--- config.mk ---
export PLATFORM = sky130hd
export DESIGN_NAME = div
export DESIGN_NICKNAME = d
export VERILOG_FILES = /design/src/rtl/div_pkg.sv /design/src/rtl/div_step.sv /design/src/rtl/div.sv
export SDC_FILE = /design/constraint.sdc
export NUM_CORES = 1
export LEC_CHECK = 0
export ABC_AREA = 1
export CAP_MARGIN = 10
export CORE_MARGIN = 2
export CORE_UTILIZATION = 60
export CTS_BUF_LIST = sky130_fd_sc_hd__clkbuf_8
export DETAILED_ROUTE_END_ITERATION = 12
export GPL_TIMING_DRIVEN = 0
export PLACE_DENSITY_LB_ADDON = 0.08
export SETUP_SLACK_MARGIN = 0.3
export SYNTH_ARGS = -nofsm -noshare
export SYNTH_HDL_FRONTEND = slang
export SYNTH_SLANG_ARGS = --single-unit
--- constraint.sdc ---
create_clock -name clk -period 4.6 [get_ports clk]
set_input_delay 0.69 -clock clk [delete_from_list [all_inputs] [get_ports clk]]
set_output_delay 0.69 -clock clk [all_outputs]
set_load 0.05 [all_outputs]
--- src/rtl/div_pkg.sv ---
// Shared definitions for the iterative signed divider.
package div_pkg;

  localparam int unsigned NBITS_DEF = 32;
  localparam int unsigned CNT_W     = 6;

  typedef enum logic [2:0] {
    S_IDLE = 3'd0,
    S_LOAD = 3'd1,
    S_RUN  = 3'd2,
    S_FIX  = 3'd3,
    S_DONE = 3'd4
  } state_t;

  // Unsigned magnitude of a two's-complement value; the most negative value maps to itself.
  function automatic logic [NBITS_DEF-1:0] mag32(input logic [NBITS_DEF-1:0] x);
    return x[NBITS_DEF-1] ? (~x + 1'b1) : x;
  endfunction

endpackage

--- src/rtl/div_step.sv ---
// One restoring-division step: shift the remainder left by one bit, pulling in
// the next dividend bit, and subtract the divisor when the result stays non-negative.
module div_step
  import div_pkg::*;
#(
  parameter int unsigned NBITS = NBITS_DEF
) (
  input  logic [NBITS:0]   r,
  input  logic [NBITS-1:0] q,
  input  logic [NBITS-1:0] mag_b,
  output logic [NBITS:0]   r_next,
  output logic [NBITS-1:0] q_next
);

  logic [NBITS+1:0] shifted;
  logic [NBITS+1:0] trial;

  // The shift is carried one bit wider than R so the sign of the trial
  // subtraction is unambiguous; R stays below mag_b so the result matches a 33-bit test.
  always_comb begin
    shifted = {r, q[NBITS-1]};
    trial   = shifted - {2'b00, mag_b};
    if (!trial[NBITS+1]) begin
      r_next = trial[NBITS:0];
      q_next = {q[NBITS-2:0], 1'b1};
    end else begin
      r_next = shifted[NBITS:0];
      q_next = {q[NBITS-2:0], 1'b0};
    end
  end

endmodule

--- src/rtl/div.sv ---
// Signed iterative divider: one quotient bit per cycle on magnitudes,
// sign applied at the end. lo = quotient, hi = remainder.
module div
  import div_pkg::*;
#(
  parameter int unsigned NBITS = NBITS_DEF
) (
  input  logic             clk,
  input  logic             rst,
  input  logic [NBITS-1:0] a,
  input  logic [NBITS-1:0] b,
  input  logic             init,
  input  logic             stop,
  output logic [NBITS-1:0] hi,
  output logic [NBITS-1:0] lo,
  output logic             busy,
  output logic             done,
  output logic             div_zero
);

  state_t             state;
  state_t             state_next;
  logic [CNT_W-1:0]   cnt;
  logic [NBITS-1:0]   opa;
  logic [NBITS-1:0]   opb;
  logic [NBITS-1:0]   mag_b;
  logic [NBITS:0]     r;
  logic [NBITS-1:0]   q;
  logic               qneg;
  logic               rneg;
  logic [NBITS:0]     r_step;
  logic [NBITS-1:0]   q_step;
  logic [NBITS-1:0]   mag_a_load;
  logic [NBITS-1:0]   mag_b_load;

  div_step #(.NBITS(NBITS)) u_step (
    .r      (r),
    .q      (q),
    .mag_b  (mag_b),
    .r_next (r_step),
    .q_next (q_step)
  );

  // Operand magnitudes computed from the latched operands during LOAD.
  always_comb begin
    mag_a_load = opa[NBITS-1] ? (~opa + 1'b1) : opa;
    mag_b_load = opb[NBITS-1] ? (~opb + 1'b1) : opb;
  end

  // Next-state logic; stop and init override normal sequencing.
  always_comb begin
    state_next = state;
    case (state)
      S_IDLE:  if (init) state_next = S_LOAD;
      S_LOAD:  state_next = (opb == '0) ? S_DONE : S_RUN;
      S_RUN:   if (cnt == CNT_W'(1)) state_next = S_FIX;
      S_FIX:   state_next = S_DONE;
      S_DONE:  state_next = S_IDLE;
      default: state_next = S_IDLE;
    endcase
    if (init) state_next = S_LOAD;
    if (stop) state_next = S_IDLE;
  end

  // Status outputs decoded from the state register.
  always_comb begin
    busy = (state == S_LOAD) || (state == S_RUN) || (state == S_FIX);
    done = (state == S_DONE);
  end

  // State register and datapath; rst and stop both clear everything.
  always_ff @(posedge clk) begin
    if (rst || stop) begin
      state    <= S_IDLE;
      cnt      <= '0;
      opa      <= '0;
      opb      <= '0;
      mag_b    <= '0;
      r        <= '0;
      q        <= '0;
      qneg     <= 1'b0;
      rneg     <= 1'b0;
      hi       <= '0;
      lo       <= '0;
      div_zero <= 1'b0;
    end else begin
      state <= state_next;
      if (init) begin
        opa      <= a;
        opb      <= b;
        div_zero <= 1'b0;
      end else begin
        case (state)
          S_LOAD: begin
            if (opb == '0) begin
              div_zero <= 1'b1;
            end else begin
              mag_b <= mag_b_load;
              q     <= mag_a_load;
              r     <= '0;
              qneg  <= opa[NBITS-1] ^ opb[NBITS-1];
              rneg  <= opa[NBITS-1];
              cnt   <= CNT_W'(NBITS);
            end
          end
          S_RUN: begin
            r   <= r_step;
            q   <= q_step;
            cnt <= cnt - 1'b1;
          end
          S_FIX: begin
            lo <= qneg ? (~q + 1'b1) : q;
            hi <= rneg ? (~r[NBITS-1:0] + 1'b1) : r[NBITS-1:0];
          end
          default: ;
        endcase
      end
    end
  end

endmodule

## Word-level counts from Yosys, hierarchy flattened

Index checks and enable logic that the tools add are counted.

- Input bits: 68
- Flip-flop bits (word level): 237
- Logic and storage cells: 67
- Output and inout port bits: 67

- Add/subtract/negate cells: 6
- Equal/unequal tests: 9
- Muxes and demuxes: 16
- Reductions and logical operators: 15
- Bitwise operators: 8

Operators by type and width:

| operator | number |
|---|---|
| two-way mux 32 bit | 5 |
| adder 32 x 1 -> 32 bit (second input constant) | 4 |
| NOT 32 bit | 4 |
| two-way mux 33 bit | 2 |
| case mux 33 bit (2 select lines) | 1 |
| case mux 32 bit (2 select lines) | 1 |
| subtractor 34 x 32 -> 34 bit | 1 |
| zero test 32 bit | 1 |
| case mux 3 bit (4 select lines) | 1 |
| case mux 6 bit (2 select lines) | 1 |
| AND reduction 2 bit | 4 |
| equality test 3 x 2 -> 1 bit (second input constant) | 2 |
| equality test 6 x 1 -> 1 bit (second input constant) | 1 |
| two-way mux 3 bit | 2 |
| two-way mux 6 bit | 1 |
| != test 2 bit (second input constant) | 3 |
| AND reduction 3 bit | 2 |
| subtractor 6 x 1 -> 6 bit (second input constant) | 1 |
| OR reduction 2 bit | 2 |
| equality test 3 x 1 -> 1 bit (second input constant) | 1 |
| equality test 3 bit (second input constant) | 1 |
| zero test 3 bit | 1 |
| logical OR 1 bit | 3 |
| != test 3 bit (second input constant) | 1 |
| 5 further kinds | 8 |

## Longest topological paths before layout

Gate-level depths: netlist (run 1).

- Depth after elaboration: 5
- Depth in mapped cells: 18
- Gate-level depth less buffers: 17

## Cells and area by module

A second synthesis (run 1) with hierarchy kept.

- Cells, all modules: 2644
- Area, all modules: 16026.6 um^2

By module, submodules not included:

| module | cells each | sequential area each (um^2) | area each (um^2) | instances |
|---|---|---|---|---|
| div | 1892 | 4744.6 | 12349.3 | 1 |
| div_step | 752 | 0.0 | 3677.3 | 1 |

## Worst setup path after synthesis (run 1)

No wires, ideal clock.

- Path kind: flip-flop to output port
- Start: register state[2]
- End: output done
- Path buffers: 0
- Stages on the path, launching flop included: 2
- Arrival: 1.482 ns
- Required time: 3.910 ns
- Setup slack: 2.428 ns
- Cell sequence: dfxtp_1 > nor3b_1

- Longest elaborated chain between the ends: 1

Ends and longest elaborated chain:

| item | line | text |
|---|---|---|
| start: declaration | div.sv:21 | `state_t state;` |
| start signal: assignment | div.sv:87 | `state <= state_next;` |
| equality test 3 bit | div.sv:68 | `done = (state == S_DONE);` |
| end: declaration | div.sv:17 | `output logic done,` |

No other way between the ends.

## Worst setup path in the final report (run 1)

- Start: register state[0]
- End: output busy

- Longest elaborated chain between the ends: 3

Ends and longest elaborated chain:

| item | line | text |
|---|---|---|
| equality test 3 x 1 -> 1 bit / equality test 3 x 2 -> 1 bit (equally long branches) | div.sv:67 | `busy = (state == S_LOAD) \|\| (state == S_RUN) \|\| (state == S_FIX);` |
| logical OR 1 bit | div.sv:67 |  |
| logical OR 1 bit * | div.sv:67 |  |
| end: declaration | div.sv:16 | `output logic busy,` |

Every way passes the cells marked *; elsewhere a longest branch is shown, timed or not.

==> summary.md, run 1 <==
| Metric | Value |
|---|---|
| Number of hold-slack violations in the final timing report | 0 |
| Class of the tightest hold or removal check | reg -> reg |
| Gate power share | 16.6% |
| Area of all placed cells without fillers | 17800 µm² |
| Top-area cell type share of the netlist area | 31.3% |
| # Max-Cap Violations | 0 |
| Worst-case clock buffer depth | 3 |
| Portion of total power attributed to the clock network | 41.9% |
| Startpoint Class | register |
| Part of the cycle the worst path needs | 67.7% |
| Final antenna diode count | 0 |
| Total Die Area | 26500 µm² |
| Layout cell share with drive strength beyond 1 | 6.19% |
| Post-synthesis net count | 2482 |
| Startpoint of the worst-slack reg-to-reg timing path | q[31] |
| Height of the chip | 163 µm |
| Clock net sink count | 237 |
| # placed instances | 2839 |
| Tightest Pin Transition | 1050 ps |
| Quantity of I/O buffers inserted on ports | 134 |
| Arrival time at the worst endpoint | 2420 ps |
| Most area-hungry cell type in the Yosys netlist | sky130_fd_sc_hd__dfxtp_1 |
| Register bit total from synthesis | 237 |
| Synth Flop Type | sky130_fd_sc_hd__dfxtp_1 |
| Clock latency of the later-clocked register in the worst-skew pair | 560 ps |
| Number of buffers inserted during clock tree synthesis | 41 |
| Final #Nets | 2659 |
| Row cnt | 58 |
| Async set-or-reset flop fraction in the synthesized netlist | 0% |
| Largest net degree at the start of global routing | 12 |
| Source of the worst hold timing path | opb[0] |
| Synthesis warning total | 0 |
| Pins over their slew limit | 0 |
| Die extent in x | 163 µm |
| Data required time at the worst endpoint | 3910 ps |
| Wire length reported by the detailed router | 49900 µm |
| Placeable core area | 25000 µm² |
| Initial DRC Count | 1923 |
| Switching component of the power | 1.48 mW |
| Post-DP HPWL | 39200 µm |
| Weighted congestion reported at the end of routability-driven placement | 0.975 |
| Root cell of the clock tree | sky130_fd_sc_hd__clkbuf_8 |
| Critical path fanouts, max | 3 |
| Total power divided by cell area | 286 nW/µm² |
| Run status | finished clean |
| Instance area at placement | 16900 µm² |
| Worst-path clk slew | 60 ps |
| Relative area change from synthesis to final layout | 17.7% |
| Final setup violation count | 0 |
| Worst hold-check slack | 489 ps |
| Drc violations | 0 |
| Switching portion of total power | 29.1% |
| Initial core utilization | 60.6% |
| Global-route wire length before repair | 78100 µm |
| Distinct cell type count of the synthesized netlist | 50 |
| Number of levels in the clock H-tree | 2 |
| Number of gates given a new drive strength after cts | 0 |
| Count of hold-fix buffers inserted at cts | 0 |
| Post-detailed-route count of antenna-violating nets | 0 |
| Global routing usage summed across all routing layers | 37.1% |
| Final sum of negative setup slack | 0 ps |
| Top achievable clock speed | 321 MHz |
| Avg Inst Size Synth | 6.37 µm² |
| Cell count after synthesis | 2375 |
| Endpoint kind of the worst setup timing path | output port |
| Worst setup skew after layout | 32.7 ps |
| Total I/O pin count | 135 |
| Fraction of the yosys area taken by sequential cells | 31.3% |
| Worst vdd rail ir drop | 266 µV |
| Worst max-slew margin expressed relative to the limit | 30.0% |
| Leak pwr | 8.07 nW |
| Unrepaired setup endpoints after global routing | no |
| Crit Path Category | reg -> out |
| First-pass detailed-route iteration total | 8 |
| Routed WL per cell | 17.1 µm |
| TritonCTS clock tree | done |
| Crit. Startpoint | state[0] |
| Post-route minimum period | 3110 ps |
| Most area-consuming cells after synthesis | sky130_fd_sc_hd__dfxtp_1 31%, sky130_fd_sc_hd__nand2_1 14%, sky130_fd_sc_hd__inv_1 8.4%, sky130_fd_sc_hd__a21oi_1 7.0%, sky130_fd_sc_hd__nand3_1 6.0% |
| Register share of total power | 41.5% |
| Initial antenna violation count | 2 |
| P_int | 3.61 mW |
| Fin cells | 2914 |
| Total power after layout | 5.09 mW |
| Via total after detailed routing | 16.4k |
| Synth Cell Area | 15100 µm² |
| Number of global-route vias before repair | 14.9k |
| Final global-route overflow total | 0 |
| Number of vias per cell | 5.62 |
| Setup Buffers After CTS | 0 |
| Count of flip-flops with a built-in enable after synthesis | 0 |
-- routing by layer --
metal,vias to the layer above,track usage [%],share of wire (%)
met3,139,4.86,9.0
met4,0,13.0,3.5
met5,-,0,0
li1,7985,-,-
met1,7472,50.5,43
met2,792,60.4,44
-- layout make-up --
cell class | count | area (µm²)
well taps | 330 | 413
inverters | 348 | 1310
clock buffers | 54 | 743
fillers | 2253 | 7150
flip-flops and latches | 237 | 4740
multi-input cells | 1686 | 8610
repair buffers | 134 | 1340
clock inverters | 21 | 183
plain buffers | 104 | 482
-- synthesized netlist by cell type (3+ instances only) --
library cell and count:
sky130_fd_sc_hd__nand3_2 13, sky130_fd_sc_hd__buf_2 25, sky130_fd_sc_hd__nor2_2 13, sky130_fd_sc_hd__a211oi_1 4, sky130_fd_sc_hd__inv_2 9, sky130_fd_sc_hd__and3_1 4
sky130_fd_sc_hd__o21ai_0 166, sky130_fd_sc_hd__o22ai_1 5, sky130_fd_sc_hd__or2_2 6, sky130_fd_sc_hd__buf_1 3, sky130_fd_sc_hd__and2_1 7, sky130_fd_sc_hd__nand2_4 5
sky130_fd_sc_hd__o211ai_1 14, sky130_fd_sc_hd__dfxtp_1 237, sky130_fd_sc_hd__nand2_2 6, sky130_fd_sc_hd__nor3_1 36, sky130_fd_sc_hd__xor2_1 86, sky130_fd_sc_hd__nor2_1 203
sky130_fd_sc_hd__o21ai_1 10, sky130_fd_sc_hd__nor4_1 5, sky130_fd_sc_hd__inv_1 337, sky130_fd_sc_hd__buf_4 4, sky130_fd_sc_hd__o221ai_1 3, sky130_fd_sc_hd__a21oi_1 212
sky130_fd_sc_hd__nand3_1 180, sky130_fd_sc_hd__nor3_2 4, sky130_fd_sc_hd__a31oi_1 19, sky130_fd_sc_hd__nand3b_1 15, sky130_fd_sc_hd__nand4_1 20, sky130_fd_sc_hd__ha_1 38
sky130_fd_sc_hd__o31ai_1 4, sky130_fd_sc_hd__a22oi_1 9, sky130_fd_sc_hd__nor3b_1 3, sky130_fd_sc_hd__buf_6 6, sky130_fd_sc_hd__xnor2_1 21, sky130_fd_sc_hd__clkbuf_1 66
sky130_fd_sc_hd__nand2_1 562
-- cell usage in the layout, fill, tap and decap left out, types with 7 or more instances in the layout --
cell type and count:
sky130_fd_sc_hd__clkbuf_1 66, sky130_fd_sc_hd__xnor2_1 21, sky130_fd_sc_hd__nand2_1 562, sky130_fd_sc_hd__a22oi_1 9, sky130_fd_sc_hd__inv_2 9, sky130_fd_sc_hd__o21ai_1 10, sky130_fd_sc_hd__a21oi_1 212, sky130_fd_sc_hd__nand3_2 13
sky130_fd_sc_hd__clkdlybuf4s50_1 134, sky130_fd_sc_hd__nor2_1 203, sky130_fd_sc_hd__nand4_1 20, sky130_fd_sc_hd__a31oi_1 19, sky130_fd_sc_hd__xor2_1 86, sky130_fd_sc_hd__clkbuf_8 54, sky130_fd_sc_hd__dfxtp_1 237, sky130_fd_sc_hd__nand3b_1 15
sky130_fd_sc_hd__and2_1 7, sky130_fd_sc_hd__inv_1 350, sky130_fd_sc_hd__nor3_1 36, sky130_fd_sc_hd__ha_1 38, sky130_fd_sc_hd__o211ai_1 14, sky130_fd_sc_hd__o21ai_0 166, sky130_fd_sc_hd__buf_2 25, sky130_fd_sc_hd__nor2_2 13
sky130_fd_sc_hd__nand3_1 180
-- metrics by stage --
stage	util (%)	setup WS [ps]
finish	71.4	1490
global route	71.4	1390
CTS	71.4	1480
detailed placement	67.7	1090
global placement	67.7	1090
floorplan	-	2430
-- logic make-up after synthesis --
| family | synth area share [%] |
|---|---|
| and+or+nand+nor | 31.6 |
| DFF | 31.3 |
| buffers and inverters | 11.8 |
| adders and majority gates | 3.27 |
| xor gates and xnor gates | 6.19 |
| AOI/OAI and AO/OA | 15.8 |
-- registers in the layout (all words and copies together), names as in the netlist --
signal,cells
cnt,6
r,33
mag_b,32
q,32
state,3
qneg,1
lo,32
opb,32
opa,32
rneg,1
hi,32
div_zero,1
-- worst paths after layout --
check	endpoint	slack (ps)	cells after the start
max	busy	1490	7
min reg2reg	mag_b[0]	490	2
min	mag_b[0]	490	2
max reg2reg	r[32]	1950	17
-- power by group through the flow --
stage	Sequential [mW]	Combinational [mW]	Clock [mW]
after CTS	2.11	0.826	2.14
after detailed placement	2.15	0.821	0
after global placement	2.15	0.809	0
after global routing	2.11	0.930	2.23
final	2.11	0.845	2.13
after floorplan	2.15	0.574	0
-- worst max-delay path, stage by stage (launching register included) --
cell,delay [ps]
sky130_fd_sc_hd__dfxtp_1,350
sky130_fd_sc_hd__inv_1,70
sky130_fd_sc_hd__nor3_1,230
sky130_fd_sc_hd__inv_1,120
sky130_fd_sc_hd__nand2_1,140
sky130_fd_sc_hd__inv_1,70
sky130_fd_sc_hd__nand2_1,80
sky130_fd_sc_hd__clkdlybuf4s50_1,800
No activity file was read; power rests on OpenSTA's default activity.
==> run 2: changes to the inputs <==
==> constraint.sdc (replaced) <==
create_clock -name clk -period 3.1 [get_ports clk]
set_input_delay 0.465 -clock clk [delete_from_list [all_inputs] [get_ports clk]]
set_output_delay 0.465 -clock clk [all_outputs]
set_load 0.05 [all_outputs]
==> run 2 against run 1 <==
Net effect: core utilization hardly changed; die area unchanged; non-clock buffer count unchanged; clock skew increased by 4.1 ps; power up 48%; critical path depth is the same; combinational power is 48% higher; hold slack worse by 25 ps; global-route usage unchanged; sequential power is 48% higher; final area hardly changed.
==> summary.md, run 2 (same netlist as run 1, synthesis figures left out) <==
| Metric | Value |
|---|---|
| Run status | finished clean |
| Leak pwr | 8.07 nW |
| Weighted congestion reported at the end of routability-driven placement | 0.975 |
| Instance area at placement | 16900 µm² |
| Most frequent standard cell in the layout excluding fill and tap cells | sky130_fd_sc_hd__nand2_1 |
| Post-route minimum period | 2600 ps |
| Register ranked first by flip-flop count | r |
| Final #Nets | 2659 |
| TritonCTS clock tree | done |
| Global routing usage summed across all routing layers | 37.1% |
| Number of hold-slack violations in the final timing report | 0 |
| Class of the tightest hold or removal check | in -> reg |
| First-pass detailed-route iteration total | 8 |
| Relative area change from synthesis to final layout | 17.7% |
| Root cell of the clock tree | sky130_fd_sc_hd__clkbuf_8 |
| Source of the worst hold timing path | a[6] |
| Number of fill cells | 2249 |
| Worst-path clk slew | 60 ps |
| Initial DRC Count | 1855 |
| Crit Path Category | reg -> out |
| Clock net sink count | 237 |
| Routed WL per cell | 17.1 µm |
| Tightest Pin Transition | 770 ps |
| Data required time at the worst endpoint | 2630 ps |
| Worst Reg2Reg Path Length in Cells | 17 |
| Final global-route overflow total | 0 |
| Top achievable clock speed | 385 MHz |
| Critical path, cell by cell | inv_1 > nor3_1 > inv_1 > nand2_1 > inv_1 > nand2_1 > dlygate4sd2_1 |
| Clock latency of the later-clocked register in the worst-skew pair | 560 ps |
| Critical path fanouts, max | 3 |
| Initial core utilization | 60.6% |
| Total I/O pin count | 135 |
| Post-DP HPWL | 39200 µm |
| # Max-Cap Violations | 0 |
| Quantity of I/O buffers inserted on ports | 134 |
| Final antenna diode count | 0 |
| Arrival time at the worst endpoint | 2130 ps |
| Pins over their slew limit | 0 |
| Startpoint of the worst-slack reg-to-reg timing path | q[31] |
| Area of all placed cells without fillers | 17800 µm² |
| Total Die Area | 26500 µm² |
| Row cnt | 58 |
| R2R Path End | r[32] |
| Drc violations | 0 |
| Setup Buffers After CTS | 0 |
| Startpoint Class | register |
| Largest net degree at the start of global routing | 12 |
| Post-detailed-route count of antenna-violating nets | 0 |
| Layout cell share with drive strength beyond 1 | 6.31% |
| Part of the cycle the worst path needs | 83.8% |
| Worst vdd rail ir drop | 393 µV |
| Number of buffers inserted during clock tree synthesis | 41 |
| Die extent in x | 163 µm |
| Unrepaired setup endpoints after global routing | no |
| Final setup violation count | 0 |
| Worst-case clock buffer depth | 3 |
| Number of flip-flops under the largest register name | 33 |
| Wire length reported by the detailed router | 50000 µm |
| Total power divided by cell area | 423 nW/µm² |
| Register-to-register path setup slack | 530 ps |
| Worst setup skew after layout | 36.8 ps |
| Top library cells by usage in the layout, fill and taps aside | 562 x sky130_fd_sc_hd__nand2_1, 350 x sky130_fd_sc_hd__inv_1, 237 x sky130_fd_sc_hd__dfxtp_1, 212 x sky130_fd_sc_hd__a21oi_1, 202 x sky130_fd_sc_hd__nor2_1 |
| Global-route wire length before repair | 78100 µm |
| Placeable core area | 25000 µm² |
| Smallest setup slack after layout | 503 ps |
| Capture point of the critical path | busy |
| Slowest-stage cell, CP | sky130_fd_sc_hd__dlygate4sd2_1 |
| Dominant cell type by count on the critical path | sky130_fd_sc_hd__inv_1 |
| Via total after detailed routing | 16.4k |
| Initial antenna violation count | 2 |
| Endpoint kind of the worst setup timing path | output port |
| Height of the chip | 163 µm |
| Number of levels in the clock H-tree | 2 |
| Final core utilization | 71.4% |
| Worst max-slew margin expressed relative to the limit | 48.6% |
| Number of global-route vias before repair | 14.9k |
| Delay of the slowest critical-path stage | 530 ps |
| Number of vias per cell | 5.64 |
| Crit. Startpoint | state[0] |
| Pre-CTS WS | -189 ps |
-- run 2: through the flow --
step / setup TNS, ps / std cells / hold WS (ps) / power [mW]
global placement: -1280 / 2839 / 466 / 4.39
detailed placement: -1100 / 2839 / 475 / 4.41
global route: 0 / 2914 / 469 / 7.82
CTS: 0 / 2914 / 443 / 7.53
floorplan: 0 / 2375 / 432 / 4.04
finish: 0 / 2914 / 464 / 7.55
-- run 2: power by group --
group          internal [mW]  total [mW]  switching (mW)
logic                  0.445        1.25           0.809
registers               3.09        3.13          0.0388
clock network           1.82        3.16            1.35
total                   5.35        7.55            2.19
-- run 2: how the worst min path moves through the flow --
| stage | to | slack, ps | cells past startpoint |
|---|---|---|---|
| 6_report | opa[6] | 460 | 3 |
| 5_1_grt | opa[7] | 470 | 3 |
| 4_1_cts | opa[6] | 440 | 3 |
| 3_5_place_dp | div_zero | 470 | 2 |
| 3_3_place_gp | mag_b[31] | 470 | 2 |
| 2_1_floorplan | mag_b[27] | 430 | 2 |
-- run 2: worst max-delay path, delay by kind of cell (launching register included) --
| family | cells | cell delay, ps |
|---|---|---|
| buffers and inverters | 4 | 780 |
| AND/OR/NAND/NOR | 3 | 450 |
| flip-flops | 1 | 350 |
-- run 2: per-layer routing --
metal | global-route usage [%] | routed length, µm
met5 | 0 | 0
met2 | 60.4 | 22300
met4 | 13.0 | 1720
met1 | 50.5 | 21300
met3 | 4.86 | 4740
-- run 2: cell type report --
cell class	instances	area (µm²)	area share, %
tap	330	413	2.32
sequential	237	4740	26.6
inverter	348	1310	7.33
timing repair buffer	134	1340	7.52
multi-input combinational	1686	8610	48.3
clock buffer	54	743	4.17
clock inverter	21	183	1.02
buffer	104	483	2.71
-- run 2: what timing repair did --
item                       in CTS  in global routing
hold buffers                    0                  0
cloned                          0                  0
gates resized for setup         1                  4
setup endpoints to repair       1                  8
==> run 3: changes to the inputs <==
==> constraint.sdc (replaced) <==
create_clock -name clk -period 2.6 [get_ports clk]
set_input_delay 0.39 -clock clk [delete_from_list [all_inputs] [get_ports clk]]
set_output_delay 0.39 -clock clk [all_outputs]
set_load 0.05 [all_outputs]
==> run 3 against run 2 <==
Net effect: flip-flop and latch count is the same; register-to-register slack lost 450 ps; sequential share of layout area shrank 1.4 points; power grew 25%; global-route usage grew 0.41 points; via count grew 4.5%; clock-buffer cell count is the same; final area grew 7.4%; critical path type is now reg -> reg; combinational power grew 50%.
==> summary.md, run 3 (same netlist as run 1, synthesis figures left out) <==
| Metric | Value |
|---|---|
| Worst vdd rail ir drop | 468 µV |
| Register ranked first by flip-flop count | r |
| Count of cells along the worst hold path | 3 |
| Top library cells by usage in the layout, fill and taps aside | 535 x sky130_fd_sc_hd__nand2_1, 324 x sky130_fd_sc_hd__inv_1, 197 x sky130_fd_sc_hd__dfxtp_1, 195 x sky130_fd_sc_hd__a21oi_1, 193 x sky130_fd_sc_hd__nor2_1 |
| GRT met3 Usage | 5.09% |
| Arrival time at the worst endpoint | 2930 ps |
| Number of fill cells | 1948 |
| Worst-path clk slew | 70 ps |
| Final global-route overflow total | 0 |
| Number of buffers inserted during clock tree synthesis | 41 |
| R2R Path End | r[7] |
| Endpoint kind of the worst setup timing path | register |
| Number of levels in the clock H-tree | 2 |
| Height of the chip | 163 µm |
| Global-route wire length before repair | 78900 µm |
| Worst hold-check slack | 386 ps |
| Slowest-stage cell, CP | sky130_fd_sc_hd__dfxtp_2 |
| Root cell of the clock tree | sky130_fd_sc_hd__clkbuf_8 |
| Initial DRC Count | 2372 |
| Initial core utilization | 60.6% |
| Crit Path Category | reg -> reg |
| Area of all placed cells without fillers | 19100 µm² |
| Final core utilization | 76.7% |
| Clock net sink count | 237 |
| Register-to-register path setup slack | 80 ps |
| Number of vias per cell | 5.84 |
| Number of hold-slack violations in the final timing report | 0 |
| Drc violations | 0 |
| Largest net degree at the start of global routing | 12 |
| Pins over their slew limit | 0 |
| Post-detailed-route count of antenna-violating nets | 0 |
| Startpoint of the worst-slack reg-to-reg timing path | r[7] |
| Die extent in x | 163 µm |
| Part of the cycle the worst path needs | 97.0% |
| Most frequent standard cell in the layout excluding fill and tap cells | sky130_fd_sc_hd__nand2_1 |
| Grt peak-use layer | met2 |
| Layout cell share with drive strength beyond 1 | 15.3% |
| Met2 demand-to-capacity share in global routing | 61.0% |
| Wire length reported by the detailed router | 54400 µm |
| Final #Nets | 2684 |
| Data required time at the worst endpoint | 3000 ps |
| Critical path, cell by cell | ha_4 > nand2_1 > nand2_1 > inv_1 > nand2_2 > inv_2 > nand3_2 > nand2_2 > nand2_2 > nand2_4 > nand2_8 > nand2_8 > buf_6 > nand3_2 > nand3_2 > a21oi_2 |
| Routed WL per cell | 18.5 µm |
| Placeable core area | 25000 µm² |
| Reg area | 4820 µm² |
| Global-route track usage on met1 | 50.6% |
| Row cnt | 58 |
| Top achievable clock speed | 396 MHz |
| Via total after detailed routing | 17.2k |
| Number of global-route vias before repair | 15.2k |
| Weighted congestion reported at the end of routability-driven placement | 0.975 |
| Count of hold-fix buffers inserted at cts | 0 |
| Final antenna diode count | 0 |
| Worst-case clock buffer depth | 3 |
| Class of the tightest hold or removal check | in -> reg |
| Global routing usage summed across all routing layers | 37.5% |
| Instance area at placement | 16900 µm² |
| Crit. Startpoint | r[7] |
| Number of flip-flops under the largest register name | 33 |
| Total Die Area | 26500 µm² |
| Worst max-slew margin expressed relative to the limit | 46.0% |
| Post-DP HPWL | 39200 µm |
| Critical path fanouts, max | 10 |
| Clock latency of the later-clocked register in the worst-skew pair | 570 ps |
| Final sum of negative setup slack | 0 ps |
| Unrepaired setup endpoints after global routing | yes |
| TritonCTS clock tree | done |
| # placed instances | 2839 |
| Startpoint Class | register |
| Fin cells | 2939 |
| Relative area change from synthesis to final layout | 26.4% |
| Run status | finished clean |
| Total power divided by cell area | 491 nW/µm² |
| First-pass detailed-route iteration total | 6 |
| Delay of the slowest critical-path stage | 500 ps |
| Leak pwr | 8.44 nW |
| Quantity of I/O buffers inserted on ports | 134 |
| Capture point of the critical path | r[7] |
| Area of combinational cells with multiple inputs | 9550 µm² |
| Tightest Pin Transition | 810 ps |
| Post-route minimum period | 2520 ps |
| # Max-Cap Violations | 0 |
| Initial antenna violation count | 2 |
| Worst Reg2Reg Path Length in Cells | 16 |
| Worst setup skew after layout | 35.3 ps |
| Final setup violation count | 0 |
| Total I/O pin count | 135 |
## run 3: cell types whose count changed in the layout (fill, tap and decap cells not counted), sizes merged
cell,change
buf,+23
clkdlybuf4s50,-1
clkbuf,+3
## run 3: metrics by stage
step           setup slack [ps]  power [mW]
2_1_floorplan               631        4.81
3_3_place_gp               -612        5.24
3_5_place_dp               -614        5.26
4_1_cts                     210        9.03
5_1_grt                    33.2        9.69
6_report                   77.3        9.40
## run 3: critical path: cells and delay by family, from the launching register on
family / cells / cell delay (ps)
AO/OA/AOI/OAI: 1 / 60
adder cells (fa/ha/maj): 1 / 280
buffers and inverters: 3 / 330
flip-flops: 1 / 500
AND/OR/NAND/NOR: 11 / 1200
## run 3: repair_timing
item / 4_1_cts / 5_1_grt
cloned: 0 / 3
pin swaps: 5 / 84
buffers inserted: 4 / 18
setup endpoints to repair: 86 / 117
resized for setup: 62 / 242
## run 3: how the worst min path moves through the flow
| stage | slack (ps) | from | to |
|---|---|---|---|
| after detailed placement | 470 | div_zero | div_zero |
| after floorplan | 430 | mag_b[27] | mag_b[27] |
| final | 390 | a[6] | opa[6] |
| after global routing | 390 | a[7] | opa[7] |
| after CTS | 370 | a[6] | opa[6] |
| after global placement | 470 | mag_b[31] | mag_b[31] |
## run 3: layout make-up
type                            count  area share (%)
Timing Repair Buffer              159            8.14
Inverter                          348            6.85
Sequential cell                   237            25.2
Clock buffer                       54            3.88
Multi-Input combinational cell   1686            49.9
Clock inverter                     21           0.955
Tap cell                          330            2.16
Buffer                            104            2.90
## run 3: where the power goes
part	switching, mW	internal, mW
logic	1.17	0.713
registers	0.0476	3.67
clock network	1.63	2.17
total	2.84	6.55
## run 3: routing by layer
metal  vias to the layer above  wire length (µm)
met4                         0              2670
met3                       217              6010
met2                      1082             24200
met1                      7809             21600
met5                         -                 0
li1                       8050                 -
